File: config.mk
export PLATFORM = sky130hd
export DESIGN_NAME = toy_mem_arbiter
export DESIGN_NICKNAME = d
export VERILOG_FILES = /design/src/rtl/toy_mem_arbiter.sv
export SDC_FILE = /design/constraint.sdc
export NUM_CORES = 1
export LEC_CHECK = 0
export ABC_CLOCK_PERIOD_IN_PS = 3600
export BUFFER_PORTS_ARGS = -buffer_cell sky130_fd_sc_hd__clkbuf_2
export CORE_AREA = 8 8 152 154
export DETAILED_ROUTE_END_ITERATION = 6
export DIE_AREA = 0 0 160 162
export PLACE_DENSITY = 0.58
export REMOVE_ABC_BUFFERS = 1
export SLEW_MARGIN = 20
export SYNTH_ARGS = -nofsm -noshare
export SYNTH_HDL_FRONTEND = slang
export SYNTH_SLANG_ARGS = --single-unit
File: constraint.sdc
create_clock -name clk -period 3.6 [get_ports clk]
set_clock_uncertainty 0.15 [all_clocks]
set_input_delay 0.72 -clock clk [delete_from_list [all_inputs] [get_ports clk]]
set_output_delay 0.72 -clock clk [all_outputs]
set_load 0.02 [all_outputs]
File: src/rtl/toy_mem_arbiter.sv
// toy_mem_arbiter: round-robin arbiter and burst sequencer for a single-port,
// word-addressed toy memory shared by NUM_REQ requesters.
// Reads are issued as wrapping, critical-word-first bursts of BURST_LEN words.
// Optional feature macro: TOY_MEM_ARB_WR_EN enables the single-word write path.
// When it is undefined, every request is treated as a burst read.

module toy_mem_arbiter #(
  parameter int NUM_REQ    = 4,
  parameter int ADDR_WIDTH = 32,
  parameter int DATA_WIDTH = 32,
  parameter int BURST_LEN  = 4,
  localparam int ID_W      = $clog2(NUM_REQ)
) (
  input  logic                         clk,
  input  logic                         rst_n,
  input  logic [NUM_REQ-1:0]           req_vld,
  output logic [NUM_REQ-1:0]           req_rdy,
  input  logic [NUM_REQ-1:0]           req_wr,
  input  logic [NUM_REQ*ADDR_WIDTH-1:0] req_addr,
  input  logic [NUM_REQ*DATA_WIDTH-1:0] req_wdata,
  output logic                         mem_en,
  output logic                         mem_wr_en,
  output logic [ADDR_WIDTH-1:0]        mem_addr,
  output logic [DATA_WIDTH-1:0]        mem_wr_data,
  input  logic [DATA_WIDTH-1:0]        mem_rd_data,
  output logic                         rsp_vld,
  output logic [ID_W-1:0]              rsp_id,
  output logic [DATA_WIDTH-1:0]        rsp_data,
  output logic                         rsp_last
);

  // A one-beat burst still needs a 1-bit counter to keep the widths legal.
  localparam int CNT_W = (BURST_LEN > 1) ? $clog2(BURST_LEN) : 1;
  localparam logic [ADDR_WIDTH-1:0] BLK_MASK  = ADDR_WIDTH'(BURST_LEN - 1);
  localparam logic [CNT_W-1:0]      LAST_BEAT = CNT_W'(BURST_LEN - 1);

  typedef enum logic {
    IDLE  = 1'b0,
    ISSUE = 1'b1
  } state_t;

  state_t r_state;
  state_t w_nextState;

  logic [ID_W-1:0]       r_rrPtr;
  logic [CNT_W-1:0]      r_beatCnt;
  logic [ID_W-1:0]       r_id;
  logic [ADDR_WIDTH-1:0] r_base;

  logic                  r_memEn;
  logic [ADDR_WIDTH-1:0] r_memAddr;

  logic                  r_rspVld;
  logic                  r_rspWr;
  logic [ID_W-1:0]       r_rspId;
  logic                  r_rspLast;

  logic                  w_anyVld;
  logic                  w_found;
  logic [ID_W-1:0]       w_winner;
  logic [ADDR_WIDTH-1:0] w_winAddr;
  logic                  w_accept;
  logic                  w_curWr;
  logic                  w_lastBeat;
  logic [CNT_W-1:0]      w_nextBeat;
  logic                  w_memWrEn;

`ifdef TOY_MEM_ARB_WR_EN
  logic                  r_wr;
  logic [DATA_WIDTH-1:0] r_wdata;
  logic                  r_memWrEn;
  logic [DATA_WIDTH-1:0] r_memWrData;
  logic                  w_winWr;
  logic [DATA_WIDTH-1:0] w_winWdata;
`else
  // Write inputs are deliberately unused in the read-only build.
  logic w_unusedWrInputs;
  assign w_unusedWrInputs = ^{req_wr, req_wdata};
`endif

  // Burst address: upper bits of the base stay fixed, low bits wrap inside the aligned block.
  function automatic logic [ADDR_WIDTH-1:0] wrapAddr(input logic [ADDR_WIDTH-1:0] base,
                                                     input logic [CNT_W-1:0]      beat);
    return (base & ~BLK_MASK) | ((base + ADDR_WIDTH'(beat)) & BLK_MASK);
  endfunction

  // Round-robin search: first valid requester at or above the pointer, wrapping around.
  always_comb begin
    w_anyVld = |req_vld;
    w_found  = 1'b0;
    w_winner = '0;
    for (int k = 0; k < NUM_REQ; k++) begin
      if (!w_found && req_vld[ID_W'((int'(r_rrPtr) + k) % NUM_REQ)]) begin
        w_found  = 1'b1;
        w_winner = ID_W'((int'(r_rrPtr) + k) % NUM_REQ);
      end
    end
  end

  // Pick out the winning requester's address (and write payload when writes exist).
  always_comb begin
    w_winAddr  = '0;
`ifdef TOY_MEM_ARB_WR_EN
    w_winWr    = 1'b0;
    w_winWdata = '0;
`endif
    for (int i = 0; i < NUM_REQ; i++) begin
      if (w_winner == ID_W'(i)) begin
        w_winAddr  = req_addr[i*ADDR_WIDTH +: ADDR_WIDTH];
`ifdef TOY_MEM_ARB_WR_EN
        w_winWr    = req_wr[i];
        w_winWdata = req_wdata[i*DATA_WIDTH +: DATA_WIDTH];
`endif
      end
    end
  end

  // Handshake and end-of-transaction decode shared by the FSM and the datapath.
  always_comb begin
    w_accept   = (r_state == IDLE) && w_anyVld;
`ifdef TOY_MEM_ARB_WR_EN
    w_curWr    = r_wr;
`else
    w_curWr    = 1'b0;
`endif
    w_lastBeat = (r_state == ISSUE) && (w_curWr || (r_beatCnt == LAST_BEAT));
    w_nextBeat = r_beatCnt + CNT_W'(1);
  end

  // FSM state register.
  always_ff @(posedge clk or negedge rst_n) begin
    if (!rst_n) begin
      r_state <= IDLE;
    end else begin
      r_state <= w_nextState;
    end
  end

  // FSM next state: leave IDLE on any request, return after the final beat.
  always_comb begin
    w_nextState = r_state;
    case (r_state)
      IDLE:    if (w_anyVld)   w_nextState = ISSUE;
      ISSUE:   if (w_lastBeat) w_nextState = IDLE;
      default: w_nextState = IDLE;
    endcase
  end

  // FSM outputs: the one-hot grant is only offered while IDLE.
  always_comb begin
    req_rdy = '0;
    if ((r_state == IDLE) && w_anyVld) begin
      req_rdy[w_winner] = 1'b1;
    end
  end

  // Latch the accepted request, advance the pointer past the winner, and count beats.
  always_ff @(posedge clk or negedge rst_n) begin
    if (!rst_n) begin
      r_rrPtr   <= '0;
      r_beatCnt <= '0;
      r_id      <= '0;
      r_base    <= '0;
`ifdef TOY_MEM_ARB_WR_EN
      r_wr      <= 1'b0;
      r_wdata   <= '0;
`endif
    end else if (w_accept) begin
      r_id      <= w_winner;
      r_base    <= w_winAddr;
      r_beatCnt <= '0;
      r_rrPtr   <= (w_winner == ID_W'(NUM_REQ - 1)) ? '0 : w_winner + ID_W'(1);
`ifdef TOY_MEM_ARB_WR_EN
      r_wr      <= w_winWr;
      r_wdata   <= w_winWdata;
`endif
    end else if ((r_state == ISSUE) && !w_lastBeat) begin
      r_beatCnt <= w_nextBeat;
    end
  end

  // Registered memory pins: loaded one cycle ahead so each ISSUE cycle drives its own beat.
  always_ff @(posedge clk or negedge rst_n) begin
    if (!rst_n) begin
      r_memEn   <= 1'b0;
      r_memAddr <= '0;
    end else begin
      r_memEn <= (w_nextState == ISSUE);
      if (w_accept) begin
        r_memAddr <= w_winAddr;
      end else if ((r_state == ISSUE) && !w_lastBeat) begin
        r_memAddr <= wrapAddr(r_base, w_nextBeat);
      end else begin
        r_memAddr <= '0;
      end
    end
  end

`ifdef TOY_MEM_ARB_WR_EN
  // Write pins: a write is always a single beat, so they are only loaded at accept.
  always_ff @(posedge clk or negedge rst_n) begin
    if (!rst_n) begin
      r_memWrEn   <= 1'b0;
      r_memWrData <= '0;
    end else begin
      r_memWrEn   <= w_accept && w_winWr;
      r_memWrData <= (w_accept && w_winWr) ? w_winWdata : '0;
    end
  end

  assign w_memWrEn   = r_memWrEn;
  assign mem_wr_data = r_memWrData;
`else
  assign w_memWrEn   = 1'b0;
  assign mem_wr_data = '0;
`endif

  // Response pipeline: delay issue/write/id/last by one cycle to line up with read data.
  always_ff @(posedge clk or negedge rst_n) begin
    if (!rst_n) begin
      r_rspVld  <= 1'b0;
      r_rspWr   <= 1'b0;
      r_rspId   <= '0;
      r_rspLast <= 1'b0;
    end else begin
      r_rspVld  <= r_memEn;
      r_rspWr   <= w_memWrEn;
      r_rspId   <= r_memEn ? r_id : '0;
      r_rspLast <= w_lastBeat;
    end
  end

  assign mem_en    = r_memEn;
  assign mem_wr_en = w_memWrEn;
  assign mem_addr  = r_memAddr;
  assign rsp_vld   = r_rspVld;
  assign rsp_id    = r_rspId;
  assign rsp_last  = r_rspLast;
  assign rsp_data  = (r_rspVld && !r_rspWr) ? mem_rd_data : '0;

endmodule

==> results.md, run 1 <==
* Seq/Total Area, Yosys at 39.2%
* Crit Path Class: input pin to primary output
* WP data arrival at 2140 ps
* P&R area growth vs syn at 34.3%
* Number of buffers added on ports at 238
* Final worst slack at 592 ps
* Num CTS Buffers at 9
* WL final at 17.0 mm
* Top sig layer: met5
* Total grt overflow at 0
* Die Height at 162 um
* Most frequent cell after synthesis: dfrtp_1
* Fraction of layout instances using a drive strength above 1 at 43.1%
* # diodes at 0
* Top cell type's share of synthesized area at 39.2%
* Pwr Density at 813 nW/um2
* Flop and latch count out of synthesis at 75
* Cell area after synthesis at 4790 um2
* Post-CTS setup buffer count at 0
* Pleak at 3.38 nW
* CTS tree: yes
* Core box area at 20700 um2
* Startpoint Class: input pin
* Setup-failing EPs final at 0
* Fin crit share at 83.6%
* Die area at 25900 um2
* Starting density of the core at 23.2%
* Post-DP HPWL at 12.8 mm
* Hold WC Path Type: input pin to asynchronous set/reset pin
* Place WS at 366 ps
* WL met3 at 1.56 mm
* Initial antenna violation count at 1
* PostCTS Resize Cnt at 0
* Vias per Instance at 4.47
* Boundary Pins at 404
* Crit path time final at 3010 ps
* Synth cell types at 36
* Die width at 160 um
* Critical path endpoint category: primary output
* Post-layout net count at 1013
* Yosys warns at 0
* Slew headroom at 36.7%
* Clk Latency, worst-skew pair at 340 ps
* Final core occ at 31.1%
* Root buffer cell: clkbuf_16
* Max-slew violation count at 0
* Synth area leaders: dfrtp_1 39%, o31ai_1 10%, a211oi_2 7.8%
* Setup TNS at 0 ps
* Worst-path fanout max at 5
* Tightest Pin Transition at 948 ps
* Reg2reg start: r_rrPtr[1]
* Row cnt at 53
* Met1 WL at 7.20 mm
* Fraction of registers with async set/reset at 100%
* Largest net degree at the start of global routing at 76
* RSZ-0062 raised after global routing: no
* Drt first-iter violations at 287
* Max_cap viols at 0
* Worst vdd ir at 0.274 mV
* Final hold violation count at 0
* Most instantiated cells after synthesis: 75 x dfrtp_1, 64 x o31ai_1, 39 x and2_1, 38 x o21ai_0, 37 x nand2_1
* Mean Syn Cell Area at 9.84 um2
* Leading area contributor after synthesis: dfrtp_1
* Vias at 4423
* Gr usage total at 13.0%
* Critical Path RT at 2730 ps
* Sink Count at 75
* Post-route cell area at 6430 um2
* Area post-placement at 6150 um2
* CTS clk-pin slew, worst paths at 70 ps
* DRT Pass-1 Iters at 4
* Hold-fix buffers, CTS at 0
* Status: completed
* Fmax at 332 MHz
* Vias in the first global route at 4664
* Routed WL per cell at 17.2 um
* CP startpoint: req_vld[1]
* Routed Antenna Nets at 0
* Mapped Cells at 487
* Primary FF master, synth: dfrtp_1
* CTS max path bufs at 2
* Htree depth at 3
* Number of synthesized flops with an enable pin at 0
* DRC viols at 0
* Total Power at 5.23 mW
* First-pass GRT wire length at 26.4 mm
* Routed wl met2 at 7.92 mm
* RePlAce Congestion at 0.744
-- registers in the layout (all words and copies together) (netlist names) --
name / flops
mem_addr: 32
r_base: 32
r_beatCnt: 2
r_id: 2
r_rrPtr: 2
rsp_id: 2
mem_en: 1
rsp_last: 1
rsp_vld: 1
-- cell type report --
type	count	area [um2]
fill	2190	14300
multi-input combinational	368	2570
sequential	75	1880
timing repair buffer	254	1360
tap	275	344
clock buffer	9	225
clock inverter	7	58.8
inverter	1	3.75
-- critical path: stages --
cell and delay [ps]:
clkbuf_2 150, nand2b_1 100, and3_1 200, or3_1 400, ha_2 260, and2_1 160, clkbuf_2 150
-- per-stage QoR --
| stage | instances | hold slack, ps |
|---|---|---|
| 4_1_cts | 989 | 321 |
| 6_report | 989 | 263 |
| 2_1_floorplan | 444 | 274 |
| 3_3_place_gp | 973 | 301 |
| 3_5_place_dp | 973 | 304 |
| 5_1_grt | 989 | 310 |
-- power by group --
group          total [mW]  switching [mW]  internal, mW  leakage, nW
clock network       0.883           0.404         0.479        0.139
logic                2.95            1.79          1.16         2.30
registers            1.40           0.178          1.22        0.945
total                5.23            2.37          2.86         3.38
-- routing by layer --
metal / vias up / GRT usage [%]
met3: 19 / 5.32
met1: 2043 / 14.6
met2: 217 / 21.9
met4: 2 / 4.42
li1: 2142 / -
met5: - / 0
-- placed cells by master (no fill, tap or decap), types with 2 or more instances in the layout --
master / Yosys / final
inv_6: 0 / 3
clkbuf_2: 0 / 237
o21ai_0: 38 / 38
buf_4: 35 / 13
a211oi_1: 2 / 2
nand2_1: 37 / 37
or3_1: 2 / 2
a211oi_2: 30 / 30
a21o_1: 32 / 32
nand2b_1: 2 / 2
clkbuf_16: 0 / 9
nor3_1: 2 / 2
ha_1: 6 / 4
ha_2: 0 / 2
conb_1: 1 / 33
buf_12: 0 / 3
and3b_1: 32 / 32
and2_1: 39 / 39
o31ai_1: 64 / 64
nor2b_1: 33 / 32
dfrtp_1: 75 / 74
-- path summary, 6_finish.rpt --
path | slack [ps] | endpoint | depth (start not counted)
hold / removal | 260 | mem_addr[19] | 1
hold reg to reg | 320 | mem_addr[12] | 2
setup reg to reg | 820 | mem_addr[31] | 9
setup / recovery | 590 | req_rdy[2] | 7
max in group asynchronous | 2480 | mem_en | 1
min in group clk | 320 | mem_addr[12] | 2
-- kinds of logic (layout without fill, tap and decap cells) --
kind of cell	count (synthesis)	count (layout)	synth area share, %
XOR/XNOR	2	2	0.366
multiplexers	1	1	0.235
flip-flops	75	75	39.2
other	1	33	0.0783
buffers and inverters	76	271	10.2
AND/OR/NAND/NOR	154	154	20.2
AO/OA/AOI/OAI	172	172	28.2
adder cells (fa/ha/maj)	6	6	1.57
(Power assumes the default switching activity.)
==> inputs of run 2 (changes only) <==
- ABC_CLOCK_PERIOD_IN_PS: 3600 -> 2700
- CORE_AREA: 8 8 152 154 -> 8 8 149 151
- DIE_AREA: 0 0 160 162 -> 0 0 157 159
- PLACE_DENSITY: 0.58 -> 0.62
- clock period: 3.6 -> 2.7 ns (I/O delays scaled with it)
==> results.md, run 2 (same netlist as run 1, synthesis figures left out) <==
* Status: finished with violations
* Violated checks: negative hold slack, negative setup slack
* Worst-path fanout max at 6 (+1)
* Slowest stage delay, CP at 450 ps (+50 ps)
* RSZ-0062 raised after global routing: yes
* Hold WC Path Type: input pin to asynchronous set/reset pin
* Slew headroom at 56.1% (+19 points)
* Root buffer cell: clkbuf_16
* Vias per Instance at 4.54 (+1.4%)
* Reg-to-reg setup timing slack at 60 ps (-760 ps)
* Fraction of layout instances using a drive strength above 1 at 50.4% (+7.3 points)
* Final hold violation count at 5 (+5)
* Commonest non-fill, non-tap cell in the layout: clkbuf_2
* Die Height at 159 um (-1.9%)
* Fillers at 1999 (-8.7%)
* DRC viols at 0 (unchanged)
* Crit path time final at 2730 ps
* M3 GR Usage at 4.83% (-0.48 points)
* Starting density of the core at 24.1% (+0.99 points)
* CTS max path bufs at 2 (unchanged)
* DRT Pass-1 Iters at 4 (unchanged)
* GR Layer Usage met1 at 15.5% (+0.87 points)
* Placed cells at 992 (+2.0%)
* First-pass GRT wire length at 26.5 mm (+0.44%)
* Routed Antenna Nets at 0 (unchanged)
* Largest net degree at the start of global routing at 45 (-41%)
* Reg2reg start: r_rrPtr[1]
* Most frequent cells in the layout: 233 x clkbuf_2, 72 x dfrtp_1, 50 x o31ai_1, 37 x and2_1
* Setup-failing EPs final at 3 (+3)
* Sink Count at 75 (unchanged)
* Tightest Pin Transition at 658 ps (-289 ps)
* Hold-fix buffers, CTS at 0 (unchanged)
* Drt first-iter violations at 178 (-38%)
* Number of buffers added on ports at 238 (unchanged)
* RePlAce Congestion at 0.764 (+2.6%)
* Pwr Density at 1140 nW/um2 (+40%)
* Final worst slack at -34.4 ps (-626 ps)
* Worst reg2reg path depth at 11 (+2)
* Max-slew violation count at 0 (unchanged)
* Startpoint Class: flop
* Fin Hold WS at -10.8 ps (-274 ps)
* WL final at 17.6 mm (+3.7%)
* Vias in the first global route at 4862 (+4.2%)
* Met2 Track Usage GR at 23.2% (+1.3 points)
* Clk Latency, worst-skew pair at 340 ps (about the same)
* CTS clk-pin slew, worst paths at 60 ps (about the same)
* Worst path cell trace: nand2b_4 -> and3_4 -> or3_4 -> ha_4 -> buf_6 -> and2_4 -> buf_8
* FF-to-FF End: r_base[27]
* Crit Path Class: flop to primary output
* Post-layout net count at 1053 (+3.9%)
* Crit path max-delay family: simple AND/OR/NAND/NOR gates
* Die area at 25000 um2 (-3.7%)
* P&R area growth vs syn at 52.9%
* Post-DP HPWL at 13.2 mm (+3.1%)
* Fmax at 366 MHz
* GRT Max-Usage Layer: met2
* Num CTS Buffers at 9 (unchanged)
* Gr usage total at 13.6% (+0.66 points)
* Vias at 4649 (+5.1%)
* Total grt overflow at 0 (unchanged)
* Routed WL per cell at 17.2 um (about the same)
* CP startpoint: r_rrPtr[1]
* Initial antenna violation count at 1 (unchanged)
* Finished Layout Cells at 1025 (+3.6%)
* Max_cap viols at 0 (unchanged)
* Pleak at 3.76 nW (+11%)
* Critical path endpoint category: primary output
* Worst Path Buf+Inv at 2 (unchanged)
* Core box area at 19800 um2 (-4.1%)
* Row cnt at 52 (-1.9%)
* Htree depth at 3 (unchanged)
* CTS tree: yes
* Boundary Pins at 404 (unchanged)
* CP max stage cell: dfrtp_2
* Die width at 157 um (-1.9%)
* WP data arrival at 2040 ps (-100 ps)
* Worst vdd ir at 0.341 mV (+24%)
* Total Power at 8.35 mW (+60%)
* Fin crit share at 101%
* Critical Path RT at 2010 ps (-720 ps)
## run 2: area by class of cell
cell class	instances	area, um2	area share (%)
Inverter	1	3.75	0.0512
Sequential cell	75	1880	25.7
Antenna cell	1	2.50	0.0342
Tap cell	270	338	4.61
Clock buffer	9	225	3.07
Clock inverter	7	164	2.24
Multi-Input combinational cell	368	2850	39.0
Timing Repair Buffer	294	1860	25.4
## run 2: metal layers
metal	part of all wire [%]	up-vias
met5	0.096	-
met2	49	218
met1	39	2206
met4	1.2	2
met3	11	15
li1	-	2208
## run 2: timing repair
action,4_1_cts,5_1_grt
endpoints found under the setup margin,24,58
cloned,1,2
pin swaps,16,34
gates resized for setup,36,40
setup buffers,8,5
hold endpoints to repair,0,0
## run 2: report_power, final
group	internal [mW]	total [mW]	switching (mW)
combinational	2.20	4.88	2.69
sequential	1.63	1.87	0.240
clock	1.09	1.59	0.504
## run 2: through the flow
stage	worst slack, ps	util, %	instance area, um2	TNS [ps]	hold slack (ps)
floorplan	-1240	-	4430	-77580	94.4
global placement	-85.2	32.1	6370	-1800	300
detailed placement	-162	32.1	6370	-3420	308
CTS	-45.1	35.4	7030	-148	3.31
global route	-104	36.9	7320	-688	6.80
finish	-34.4	36.9	7330	-70.0	-10.8
## run 2: how the worst max path moves through the flow
stage,end,slack [ps],cells past startpoint
after CTS,req_rdy[2],-50,7
after detailed placement,mem_addr[18],-160,9
final,req_rdy[2],-30,7
after global routing,req_rdy[2],-100,7
after floorplan,mem_addr[1],-1240,7
after global placement,mem_addr[13],-90,9
==> inputs of run 3 (changes only) <==
- SKIP_LAST_GASP: not set -> 1
- TNS_END_PERCENT: not set -> 100
==> results.md, run 3 (same netlist as run 1, synthesis figures left out) <==
* Status: finished with violations
* Critical Path RT at 2010 ps (about the same)
* Total grt overflow at 0 (unchanged)
* Initial antenna violation count at 1 (unchanged)
* Clk Latency, worst-skew pair at 340 ps (about the same)
* Tightest Pin Transition at 658 ps (-0.493 ps)
* Die width at 157 um (unchanged)
* Die area at 25000 um2 (unchanged)
* Vias at 4600 (-1.1%)
* Most frequent cells in the layout: 234 x clkbuf_2, 72 x dfrtp_1, 56 x o31ai_1, 37 x and2_1, 37 x buf_4
* Sink Count at 75 (unchanged)
* Routed WL per cell at 17.2 um (about the same)
* Setup-failing EPs final at 3 (unchanged)
* Max-slew violation count at 0 (unchanged)
* Number of buffers added on ports at 238 (unchanged)
* Routed Antenna Nets at 0 (unchanged)
* First-pass GRT wire length at 26.5 mm (about the same)
* Core box area at 19800 um2 (unchanged)
* Critical path endpoint category: primary output
* Row cnt at 52 (unchanged)
* CP dominant cell by count: buf_4
* Pleak at 3.73 nW (-0.82%)
* Setup TNS at -127 ps (-56.8 ps)
* Crit Path Class: flop to primary output
* Boundary Pins at 404 (unchanged)
* RePlAce Congestion at 0.764 (unchanged)
* CTS clk-pin slew, worst paths at 60 ps (about the same)
* Fmax at 364 MHz (-0.58%)
* WP data arrival at 2060 ps (+20 ps)
* Largest net degree at the start of global routing at 45 (unchanged)
* CTS max path bufs at 2 (unchanged)
* Vias per Instance at 4.49 (-0.96%)
* Final worst slack at -50.5 ps (-16.1 ps)
* Htree depth at 3 (unchanged)
* Place WS at -162 ps (unchanged)
* Post-layout net count at 1052 (-0.095%)
* Slew headroom at 56.1% (about the same)
* WL final at 17.6 mm (-0.19%)
* Slowest stage delay, CP at 430 ps (-20 ps)
* DRT Pass-1 Iters at 4 (unchanged)
* Root buffer cell: clkbuf_16
* Area post-placement at 6370 um2 (unchanged)
* Pwr Density at 1130 nW/um2 (-0.53%)
* Commonest non-fill, non-tap cell in the layout: clkbuf_2
* Hold WC Path Type: input pin to asynchronous set/reset pin
* Worst vdd ir at 0.345 mV (+1.2%)
* Worst Path Buf+Inv at 4 (+2)
* DRC viols at 0 (unchanged)
* Starting density of the core at 24.1% (unchanged)
* Gr usage total at 13.6% (about the same)
* Worst-path fanout max at 6 (unchanged)
* Post-DP HPWL at 13.2 mm (unchanged)
* RSZ-0062 raised after global routing: yes
* Total Power at 8.20 mW (-1.8%)
* Fin crit share at 102% (+0.60 points)
* Die Height at 159 um (unchanged)
* P&R area growth vs syn at 50.9%
* Fin Hold WS at -7.53 ps (+3.30 ps)
* Worst path cell trace: buf_6 -> nor3b_4 -> buf_4 -> or3_4 -> ha_4 -> buf_4 -> and2_1 -> clkbuf_8
* CP max stage cell: dfrtp_2
* Vias in the first global route at 4869 (+0.14%)
* Crit path time final at 2750 ps (+16.1 ps)
* Drt first-iter violations at 146 (-18%)
* Fraction of layout instances using a drive strength above 1 at 49.5% (-0.86 points)
* Crit path max-delay family: simple AND/OR/NAND/NOR gates
* Hold-fix buffers, CTS at 0 (unchanged)
* Final hold violation count at 3 (-2)
* Max_cap viols at 0 (unchanged)
* CTS tree: yes
* Post-route cell area at 7230 um2 (-1.3%)
* Violated checks: negative hold slack, negative setup slack
* Startpoint Class: flop
* Num CTS Buffers at 9 (unchanged)
[run 3: changes by cell type in the layout (fill, tap and decap cells not counted)]
cell,change
buf_6,-3
a21oi_4,+1
a211oi_4,-7
o31ai_1,+6
a211oi_2,+7
buf_4,+1
clkbuf_2,+1
o31ai_2,-6
a21oi_2,-1
[run 3: power by group]
group / switching (mW) / internal [mW]
Sequential: 0.242 / 1.63
Combinational: 2.61 / 2.12
Clock: 0.507 / 1.09
[run 3: worst reg2reg max path, stage by stage (launching register included)]
cell       delay [ps]
dfrtp_2           460
nand2b_4          170
and3_4            180
or3_4             370
ha_4              190
buf_6             110
nor3b_4           200
buf_12            160
buf_12            120
clkbuf_16         160
a211oi_4           70
o31ai_1           220
[run 3: area by class of cell]
cell class / instances / area [um2]
fill: 2009 / 12600
multi-input combinational: 368 / 2780
sequential: 75 / 1880
timing repair buffer: 293 / 1840
tap: 270 / 338
clock buffer: 9 / 225
clock inverter: 7 / 164
inverter: 1 / 3.75
antenna: 1 / 2.50
[run 3: path summary, 6_finish.rpt]
kind / endpoint / depth (start not counted) / slack, ps / from
max: req_rdy[1] / 8 / -50 / r_rrPtr[1]
min: r_base[19] / 1 / -8 / rst_n
max reg2reg: r_base[31] / 11 / 50 / r_rrPtr[1]
min reg2reg: mem_addr[29] / 2 / 320 / r_base[29]
max in group asynchronous: r_rrPtr[0] / 2 / 1780 / rst_n
min in group clk: mem_addr[29] / 2 / 320 / r_base[29]
[run 3: routing by layer]
layer | GRT usage [%] | vias to the layer above | wire (um)
li1 | - | 2212 | -
met1 | 15.4 | 2172 | 7060
met2 | 23.2 | 200 | 8530
met3 | 4.83 | 14 | 1770
met4 | 4.68 | 2 | 240
met5 | 0 | - | 13
[run 3: metrics by stage]
step | hold WS, ps | utilization [%] | cells
final | -7.53 | 36.4 | 1024
after global routing | 8.98 | 36.4 | 1023
after CTS | 3.31 | 35.4 | 1017
after detailed placement | 308 | 32.1 | 992
after global placement | 300 | 32.1 | 992
after floorplan | 94.4 | - | 444
[run 3: what timing repair did]
action,4_1_cts,5_1_grt
gates resized for setup,36,23
buffers inserted,8,4
gates cloned,1,2
endpoints found under the hold margin,0,0
endpoints found under the setup margin,24,58
pin swaps,7,28
